`src/rtl/md_pkg.sv`:
```
// Shared definitions for the iterative multiply/divide unit: operation
// encodings and FSM state type.
package md_pkg;

    localparam int MD_OP_W = 3;

    localparam logic [MD_OP_W-1:0] MD_MULT  = 3'b000;
    localparam logic [MD_OP_W-1:0] MD_MULTU = 3'b001;
    localparam logic [MD_OP_W-1:0] MD_DIV   = 3'b010;
    localparam logic [MD_OP_W-1:0] MD_DIVU  = 3'b011;
    localparam logic [MD_OP_W-1:0] MD_MTHI  = 3'b100;
    localparam logic [MD_OP_W-1:0] MD_MTLO  = 3'b101;

    typedef enum logic [1:0] {
        MD_IDLE = 2'd0,
        MD_CALC = 2'd1,
        MD_FIX  = 2'd2
    } md_state_e;

endpackage

```
`src/rtl/md_step.sv`:
```
// One iteration of the {rem,acc} datapath.
// Multiply: add the multiplicand into rem when acc[0] is set, then shift the
//           pair right by one (product accumulates from the top down).
// Divide:   shift the pair left by one, trial-subtract the divisor from rem,
//           keep the difference and shift a 1 into the quotient when it fits.
module md_step #(
    parameter int XLEN = 32
) (
    input  logic            i_is_div,
    input  logic [XLEN-1:0] i_opd,
    input  logic [XLEN-1:0] i_rem,
    input  logic [XLEN-1:0] i_acc,
    output logic [XLEN-1:0] o_rem,
    output logic [XLEN-1:0] o_acc
);

    logic [XLEN:0]   w_sum;
    logic [XLEN:0]   w_shift;
    logic [XLEN-1:0] w_diff;
    logic            w_ge;

    // Single shift-add or restoring shift-subtract step
    always_comb begin
        w_sum   = {1'b0, i_rem} + (i_acc[0] ? {1'b0, i_opd} : '0);
        w_shift = {i_rem, i_acc[XLEN-1]};
        w_diff  = w_shift[XLEN-1:0] - i_opd;
        w_ge    = (w_shift >= {1'b0, i_opd});
        if (i_is_div) begin
            o_rem = w_ge ? w_diff : w_shift[XLEN-1:0];
            o_acc = {i_acc[XLEN-2:0], w_ge};
        end else begin
            o_rem = w_sum[XLEN:1];
            o_acc = {w_sum[0], i_acc[XLEN-1:1]};
        end
    end

endmodule

```
`src/rtl/md_iter_unit.sv`:
```
// Iterative MULT/MULTU/DIV/DIVU unit owning the HI/LO register pair.
// Optional build macro MD_EARLY_TERM_EN: divide-by-zero and multiply by a
// zero operand skip the iteration phase and complete one edge after accept.
//
// state   | meaning
// --------+------------------------------------------------------------
// MD_IDLE | waiting; accepts requests, MTHI/MTLO write directly
// MD_CALC | XLEN iterations of the shift-add / shift-subtract step
// MD_FIX  | sign correction and HI/LO write; done pulses next cycle
module md_iter_unit
    import md_pkg::*;
#(
    parameter int XLEN = 32
) (
    input  logic               clk,
    input  logic               rst_n,
    input  logic               req_valid,
    output logic               req_ready,
    input  logic [MD_OP_W-1:0] req_op,
    input  logic [XLEN-1:0]    req_a,
    input  logic [XLEN-1:0]    req_b,
    input  logic               flush,
    output logic               busy,
    output logic               done,
    output logic               div_by_zero,
    output logic [XLEN-1:0]    hi,
    output logic [XLEN-1:0]    lo
);

    localparam int CNT_W = $clog2(XLEN + 1);

    md_state_e         r_state, w_state_nxt;
    logic [CNT_W-1:0]  r_cnt;
    logic [XLEN-1:0]   r_hi, r_lo, r_opd, r_rem, r_acc, r_raw_a;
    logic              r_is_div, r_neg_q, r_neg_r, r_dbz, r_done, r_dbz_out;
    logic              w_accept, w_iter, w_is_div, w_signed, w_sa, w_sb;
    logic              w_b_zero, w_skip;
    logic [XLEN-1:0]   w_mag_a, w_mag_b, w_step_rem, w_step_acc, w_quo, w_remd;
    logic [2*XLEN-1:0] w_prod;

    assign req_ready   = (r_state == MD_IDLE) && !flush;
    assign busy        = (r_state != MD_IDLE);
    assign done        = r_done;
    assign div_by_zero = r_dbz_out;
    assign hi          = r_hi;
    assign lo          = r_lo;

    assign w_accept = req_valid && req_ready;
    assign w_iter   = !req_op[2];
    assign w_is_div = (req_op == MD_DIV) || (req_op == MD_DIVU);
    assign w_signed = (req_op == MD_MULT) || (req_op == MD_DIV);
    assign w_sa     = w_signed && req_a[XLEN-1];
    assign w_sb     = w_signed && req_b[XLEN-1];
    // Negating the most negative value yields 2^(XLEN-1) read as unsigned.
    assign w_mag_a  = w_sa ? -req_a : req_a;
    assign w_mag_b  = w_sb ? -req_b : req_b;
    assign w_b_zero = (req_b == '0);

`ifdef MD_EARLY_TERM_EN
    assign w_skip = w_is_div ? w_b_zero : ((req_a == '0) || w_b_zero);
`else
    assign w_skip = 1'b0;
`endif

    assign w_prod = r_neg_q ? -{r_rem, r_acc} : {r_rem, r_acc};
    assign w_quo  = r_neg_q ? -r_acc : r_acc;
    assign w_remd = r_neg_r ? -r_rem : r_rem;

    md_step #(.XLEN(XLEN)) u_step (
        .i_is_div (r_is_div),
        .i_opd    (r_opd),
        .i_rem    (r_rem),
        .i_acc    (r_acc),
        .o_rem    (w_step_rem),
        .o_acc    (w_step_acc)
    );

    // State register
    always_ff @(posedge clk or negedge rst_n) begin
        if (!rst_n) r_state <= MD_IDLE;
        else        r_state <= w_state_nxt;
    end

    // Next-state logic; flush overrides everything
    always_comb begin
        w_state_nxt = r_state;
        case (r_state)
            MD_IDLE: if (w_accept && w_iter) w_state_nxt = w_skip ? MD_FIX : MD_CALC;
            MD_CALC: if (r_cnt == CNT_W'(XLEN - 1)) w_state_nxt = MD_FIX;
            MD_FIX:  w_state_nxt = MD_IDLE;
            default: w_state_nxt = MD_IDLE;
        endcase
        if (flush) w_state_nxt = MD_IDLE;
    end

    // Operand latch at accept, then one datapath step per CALC cycle
    always_ff @(posedge clk or negedge rst_n) begin
        if (!rst_n) begin
            r_opd    <= '0;
            r_rem    <= '0;
            r_acc    <= '0;
            r_raw_a  <= '0;
            r_is_div <= 1'b0;
            r_neg_q  <= 1'b0;
            r_neg_r  <= 1'b0;
            r_dbz    <= 1'b0;
            r_cnt    <= '0;
        end else if (w_accept && w_iter) begin
            r_opd    <= w_is_div ? w_mag_b : w_mag_a;
            r_acc    <= w_is_div ? w_mag_a : (w_skip ? '0 : w_mag_b);
            r_rem    <= '0;
            r_raw_a  <= req_a;
            r_is_div <= w_is_div;
            r_neg_q  <= w_sa ^ w_sb;
            r_neg_r  <= w_sa;
            r_dbz    <= w_is_div && w_b_zero;
            r_cnt    <= '0;
        end else if (r_state == MD_CALC) begin
            r_rem    <= w_step_rem;
            r_acc    <= w_step_acc;
            r_cnt    <= r_cnt + 1'b1;
        end
    end

    // HI/LO: result write in FIX unless flushed, direct MTHI/MTLO at accept
    always_ff @(posedge clk or negedge rst_n) begin
        if (!rst_n) begin
            r_hi <= '0;
            r_lo <= '0;
        end else if (r_state == MD_FIX && !flush) begin
            if (r_dbz) begin
                r_hi <= r_raw_a;
                r_lo <= '1;
            end else if (r_is_div) begin
                r_hi <= w_remd;
                r_lo <= w_quo;
            end else begin
                r_hi <= w_prod[2*XLEN-1:XLEN];
                r_lo <= w_prod[XLEN-1:0];
            end
        end else if (w_accept && req_op == MD_MTHI) begin
            r_hi <= req_a;
        end else if (w_accept && req_op == MD_MTLO) begin
            r_lo <= req_a;
        end
    end

    // Completion pulses, aligned with the cycle HI/LO show the new result
    always_ff @(posedge clk or negedge rst_n) begin
        if (!rst_n) begin
            r_done    <= 1'b0;
            r_dbz_out <= 1'b0;
        end else begin
            r_done    <= (r_state == MD_FIX) && !flush;
            r_dbz_out <= (r_state == MD_FIX) && !flush && r_dbz;
        end
    end

endmodule

```
`config.mk`:
```
export PLATFORM = sky130hd
export DESIGN_NAME = md_iter_unit
export DESIGN_NICKNAME = d
export VERILOG_FILES = /design/src/rtl/md_pkg.sv /design/src/rtl/md_step.sv /design/src/rtl/md_iter_unit.sv
export SDC_FILE = /design/constraint.sdc
export NUM_CORES = 1
export LEC_CHECK = 0
export ABC_AREA = 1
export CAP_MARGIN = 10
export CORE_MARGIN = 4
export CORE_UTILIZATION = 40
export DETAILED_ROUTE_END_ITERATION = 8
export GPL_ROUTABILITY_DRIVEN = 0
export PLACE_DENSITY = 0.67
export REMOVE_ABC_BUFFERS = 1
export SYNTH_ARGS = -nofsm -noshare
export SYNTH_HDL_FRONTEND = slang
export SYNTH_SLANG_ARGS = --single-unit
```
`constraint.sdc`:
```
create_clock -name clk -period 2.51 [get_ports clk]
set_input_delay 0.3765 -clock clk [delete_from_list [all_inputs] [get_ports clk]]
set_output_delay 0.3765 -clock clk [all_outputs]
set_load 0.005 [all_outputs]
```
Word-level counts from Yosys, hierarchy flattened
Cells that the tools add are included.
{ "op_classes": {"bitwise_logic": 1, "n_eq_ne": 10, "order_cmp": 1, "mux": 30, "add_sub_neg": 8, "n_reduce_logical": 23} }
{ "ops": {"columns": ["operator", "count"], "rows": [
  ["2-to-1 mux 32 bit", 23],
  ["negator 32 bit", 4],
  ["2-to-1 mux 64 bit", 1],
  ["negator 64 bit", 1],
  ["adder 32 x 33 -> 33 bit", 1],
  [">= comparator 33 x 32 -> 1 bit", 1],
  ["logical NOT 32 bit", 1],
  ["subtractor 32 bit", 1],
  ["2-to-1 mux 6 bit", 2],
  ["logical AND 1 bit", 10],
  ["nonzero test 2 bit", 4],
  ["adder 6 x 1 -> 6 bit (second input constant)", 1],
  ["equality test 3 x 2 -> 1 bit (second input constant)", 2],
  ["equality test 3 bit (second input constant)", 2],
  ["equality test 6 x 5 -> 1 bit (second input constant)", 1],
  ["2-to-1 mux 2 bit", 3],
  ["case mux 2 bit (2 select lines)", 1],
  ["AND reduction 2 bit", 2],
  ["logical NOT 3 bit", 1],
  ["!= test 3 x 2 -> 1 bit (second input constant)", 1],
  ["!= test 3 bit (second input constant)", 1],
  ["equality test 2 x 1 -> 1 bit (second input constant)", 1],
  ["equality test 2 bit (second input constant)", 1],
  ["logical NOT 1 bit", 2],
  ["other kinds (4)", 5]
]} }
{ "word_totals": {"inputBits": 71, "register_bits": 206} }

Longest topological paths before layout
Gate-level depths: netlist of the first run.
{ "depth": {"word_depth": 7, "depth_mapped": 21, "mapped_depth_nobuf": 19} }

Cells and area by module
Synthesis of the first run repeated with hierarchy kept, for this count alone.
{ "unflattened": {"cells_unflattened": 3340, "hier_area_um2": 20030.5} }
{ "modules_own_cells": {"columns": ["module", "instances", "seq_area_each_um2", "area_per_inst_um2", "cells_per_inst"], "rows": [
  ["md_iter_unit", 1, 5154.9, 13750.7, 2068],
  ["md_step", 1, 0.0, 6279.8, 1272]
]} }

Worst setup path after synthesis of the first run
No wires, ideal clock.
{ "synth_timing": {"path_kind": "register to register", "startpoint": "register r_acc[0]", "endpoint": "register r_rem[28]", "t_arrival_ns": 2.139, "path_buffers": 2, "setup_time_ns": 0.116, "stages_incl_launch_ff": 19, "slack_ns": 0.255, "period_less_slack_ns": 2.255, "cell_sequence": "dfrtp_1 buf_2 buf_1 nand2_1 inv_1 ha_1 or2_2 nand2_1 o21bai_1 nand2_1 nand2_1 nand2_1 nand2_1 nand2_1 nand3_1 nand2_1 inv_1 nand2_1 nand2_1"} }
{ "synth_between": {"elab_chain_len": 5} }
{ "synth_lines": {"columns": ["item", "line", "text"], "rows": [
  ["start: declaration", "md_iter_unit.sv:34", "logic [XLEN-1:0] r_hi, r_lo, r_opd, r_rem, r_acc, r_raw_a;"],
  ["start signal: assignment", "md_iter_unit.sv:110", "r_acc <= w_is_div ? w_mag_a : (w_skip ? '0 : w_mag_b);"],
  ["start signal: assignment", "md_iter_unit.sv:120", "r_acc <= w_step_acc;"],
  ["2-to-1 mux 32 bit", "md_step.sv:24", "w_sum = {1'b0, i_rem} + (i_acc[0] ? {1'b0, i_opd} : '0);"],
  ["adder 32 x 33 -> 33 bit", "md_step.sv:24", null],
  ["2-to-1 mux 32 bit", "md_step.sv:28", "if (i_is_div) begin"],
  ["2-to-1 mux 32 bit", "md_iter_unit.sv:118", "end else if (r_state == MD_CALC) begin"],
  ["2-to-1 mux 32 bit", "md_iter_unit.sv:108", "end else if (w_accept && w_iter) begin"],
  ["end signal: assignment", "md_iter_unit.sv:119", "r_rem <= w_step_rem;"],
  ["end: declaration", "md_iter_unit.sv:34", null]
]} }
No other way between the ends. The select of a mux whose other input is x is not followed.
A chain may end at the register's enable or synchronous reset.

Final worst setup path of the first run
{ "layout_timing": {"startpoint": "register r_acc[0]", "endpoint": "register r_hi[18], in the netlist hi[18]"} }
{ "layout_between": {"elab_chain_len": 5} }
{ "layout_lines": {"columns": ["item", "line", "text"], "rows": [
  ["negator 64 bit", "md_iter_unit.sv:65", "assign w_prod = r_neg_q ? -{r_rem, r_acc} : {r_rem, r_acc};"],
  ["2-to-1 mux 64 bit", "md_iter_unit.sv:65", null],
  ["2-to-1 mux 32 bit", "md_iter_unit.sv:134", "end else if (r_is_div) begin"],
  ["2-to-1 mux 32 bit", "md_iter_unit.sv:131", "if (r_dbz) begin"],
  ["2-to-1 mux 32 bit", "md_iter_unit.sv:130", "end else if (r_state == MD_FIX && !flush) begin"],
  ["end signal: assignment", "md_iter_unit.sv:132", "r_hi <= r_raw_a;"],
  ["end signal: assignment", "md_iter_unit.sv:135", "r_hi <= w_remd;"],
  ["end signal: assignment", "md_iter_unit.sv:138", "r_hi <= w_prod[2*XLEN-1:XLEN];"],
  ["end: declaration", "md_iter_unit.sv:34", null]
]} }
No other way between the ends.

==> results of run 1 <==
==> synth_stat cells, drive strengths merged, types with 16 or more instances <==
| cell | count |
|---|---|
| a21oi | 208 |
| a31oi | 38 |
| buf | 49 |
| clkbuf | 64 |
| dfrtp | 206 |
| ha | 69 |
| inv | 469 |
| nand2 | 1056 |
| nand3 | 271 |
| nand3b | 18 |
| nand4 | 36 |
| nor2 | 385 |
| nor3 | 27 |
| o211ai | 38 |
| o21ai | 243 |
| xnor2 | 16 |
| xor2 | 56 |
==> worst max path at each step <==
stage | to | cells after the start | slack (ns)
final | hi[18]$_DFFE_PN0P_ | 12 | -0.01
after global routing | r_rem[26]$_DFFE_PN0P_ | 18 | -0.11
after CTS | r_rem[29]$_DFFE_PN0P_ | 15 | -0.02
after detailed placement | r_acc[16]$_DFFE_PN0P_ | 14 | -0.16
after global placement | r_acc[16]$_DFFE_PN0P_ | 14 | -0.14
after floorplan | r_acc[21]$_DFFE_PN0P_ | 12 | -2.31
==> what timing repair did <==
item                                   CTS  global route
hold buffers                             1             0
pin swaps                                1            14
setup endpoints to repair               34            56
endpoints found under the hold margin   58             0
resized for setup                       16           185
buffers inserted                         0            18
==> kinds of logic (layout without fill, tap and decap cells) <==
| group | after synthesis | count (layout) |
|---|---|---|
| adder cells (fa/ha/maj) | 71 | 71 |
| AO/OA/AOI/OAI | 562 | 562 |
| buffers and inverters | 584 | 993 |
| AND/OR/NAND/NOR | 1805 | 1805 |
| flip-flops | 206 | 206 |
| XOR/XNOR | 72 | 72 |
==> power by group <==
group	internal [mW]	switching, mW
clock	2.12	1.62
combinational	7.44	11.0
sequential	4.37	1.06
==> registers in the layout (all words and copies together) (netlist names) <==
signal,cells
done,1
hi,32
r_raw_a,32
r_dbz,1
r_is_div,1
r_opd,32
lo,32
r_acc,32
r_rem,32
r_neg_q,1
div_by_zero,1
r_state,2
r_neg_r,1
r_cnt,6
==> critical path, delay by kind of cell, from the launching register on <==
kind	cells	cell delay [ns]
and+or+nand+nor	7	1.05
AOI/OAI and AO/OA	2	0.42
DFF	1	0.47
buffers and inverters	2	0.24
adders and majority gates	1	0.21
==> layout make-up <==
class | count | area, µm² | share of cell area, %
well taps | 615 | 769 | 2.99
inverters | 471 | 1770 | 6.90
multi-input cells | 2510 | 13000 | 50.5
flip-flops and latches | 206 | 5160 | 20.1
clock inverters | 12 | 98.8 | 0.384
repair buffers | 477 | 4200 | 16.3
clock buffers | 33 | 718 | 2.79
==> per-layer routing <==
| metal | global-route usage [%] | up-vias | share of wire [%] |
|---|---|---|---|
| met5 | 0 | - | 0 |
| met4 | 13.7 | 0 | 5.6 |
| met3 | 8.59 | 275 | 12 |
| met2 | 44.7 | 1460 | 41 |
| met1 | 42.9 | 10988 | 42 |
| li1 | - | 11360 | - |
==> run_results.csv, run 1 <==
group,metric,value,unit
outcome,status,"finished, violations left",
outcome,violations,"negative setup slack",
final_layout,synthToLayoutAreaGrowth,31.4,%
setup_path,rr_worst_depth,12,
clocking,cts.path.max_buffers,3,
global_route,grt_pass1_wl,128000,µm
synthesis,yosysWarnings,0,
floorplan,rows,80,
clocking,clkTransAtPathRegs,0.06,ns
setup_path,critPathMaxFanout,5,
place,pre_cts_ws,-0.165,ns
place,placedCellCount,4260,
place,placedInstanceArea,0.0238,mm²
synthesis,synth-xor-area-share,3.22,%
sta,relSlewSlack,61.6,%
setup_path,end_kind,"flip-flop",
clocking,cts-root-buf,"clkbuf_16",
synthesis,syn_area,0.0196,mm²
routing,wl_per_cell,19.9,µm
sta,clock_skew,0.0140,ns
global_route,grt_usage,30.9,%
synthesis,synth_edf_count,0,
power_and_ir_drop,ir_drop,0.000594,V
sta,grt_setup_unrepaired,"true",
clocking,numClockSinks,206,
global_route,grt_overflow_total,0,
setup_path,startpoint,"r_acc[0]$_DFFE_PN0P_",
floorplan,ios,139,
sta,setup_ws,-0.0120,ns
floorplan,core_area,0.0480,mm²
routing,finalWirelength,86100,µm
final_layout,layout_common_cells,"1008 x nand2_1, 442 x inv_1, 344 x nor2_1",
synthesis,synth_area_leaders,"dfrtp_1 26%, nand2_1 20%, inv_1 8.7%",
clocking,cts_tree,"done",
final_layout,nets,3834,
routing,via_per_inst,5.57,
routing,drt_pass1_iterations,8,
power_and_ir_drop,power.leakage,12.7,nW
place,dpl.hpwl,67000,µm
power_and_ir_drop,p_per_area,1070,mW/mm²
setup_path,crit_arrival,2.97,ns
global_route,antenna_found_initial,1,
routing,drc,0,
synthesis,async_reset_ff_share,100,%
synthesis,synth-simple-area-share,38.3,%
synthesis,synth_compound_area_share,15.7,%
global_route,grt_max_degree,99,
synthesis,netlist.area_leader.share,26.3,%
setup_path,cp.required,2.95,ns
setup_path,crit_chain,"buf_4 -> inv_2 -> ha_1 -> nand3_4 -> nor2_4 -> nand2_2 -> o21ai_4 -> nand3_1 -> nand3b_1 -> nand3_1 -> nand2_1 -> a21oi_1",
routing,drt-initial-drc-count,3442,
sta,tightest_slew,0.576,ns
floorplan,dieArea,0.0525,mm²
final_layout,fillers,4800,
synthesis,ys_seq_area_share,26.3,%
setup_path,r2r_start,"r_acc[0]$_DFFE_PN0P_",
synthesis,synth_cell_types,53,
setup_path,cpMostUsedCell,"nand3_1",
setup_path,r2r_setup_slack,-0.01,ns
floorplan,die_w,229,µm
final_layout,diodes,0,
setup_path,slowest_delay,0.47,ns
final_layout,drive_above_1_share,16.3,%
setup_path,worstSetupStartpointType,"flip-flop",
setup_path,timing.rr.end,"hi[18]$_DFFE_PN0P_",
sta,min_period_over_period,100,%
final_layout,final_util,53.5,%
floorplan,die_h,229,µm
sta,finalHoldViolations,0,
final_layout,design_area,0.0257,mm²
sta,fmax,397,MHz
routing,vias,24083,
synthesis,yosysTopAreaCell,"dfrtp_1",
floorplan,start_util,40.7,%
clocking,clk_latency,0.57,ns
synthesis,synth_top_family_by_area,"simple AND/OR/NAND/NOR gates",
final_layout,final_common_cell,"nand2_1",
sta,final.setup.tns,-0.0120,ns
global_route,first_global_vias,21641,
synthesis,ys_ff_latch,206,
synthesis,synth_fa_ha_area_share,4.62,%
routing,detail-route-antenna-nets,0,
sta,whs,0.364,ns
sta,setup_viol,1,
place,io_buffers,138,
synthesis,synth_top_flop_cell,"dfrtp_1",
setup_path,crit_slowest_cell,"dfrtp_2",
sta,drv_slew,0,
clocking,numCtsBuffers,26,
final_layout,instances_no_fill,4324,
synthesis,syn_inst,3300,
min_path,hold_class,"primary input to asynchronous set/reset pin",
synthesis,synth_mux_area_share,0,%
job,cap_viol_max_count,0,
synthesis,synth.avg_cell_area,5.93,µm²
clocking,cts_max_level,1,
sta,min_period,2.52,ns
setup_path,path_class,"flip-flop to flip-flop",
power_and_ir_drop,power,27.6,mW
(Power assumes the default switching activity.)
==> run 2, diff against run 1 <==
--- a/config.mk
+++ b/config.mk
@@ -11,6 +11,7 @@
 export CORE_UTILIZATION = 40
 export DETAILED_ROUTE_END_ITERATION = 8
 export GPL_ROUTABILITY_DRIVEN = 0
+export GPL_TIMING_DRIVEN = 1
 export PLACE_DENSITY = 0.67
 export REMOVE_ABC_BUFFERS = 1
 export SYNTH_ARGS = -nofsm -noshare
==> results of run 2 <==
Same layout as run 1: the final DEF is identical, and so are final timing and power.
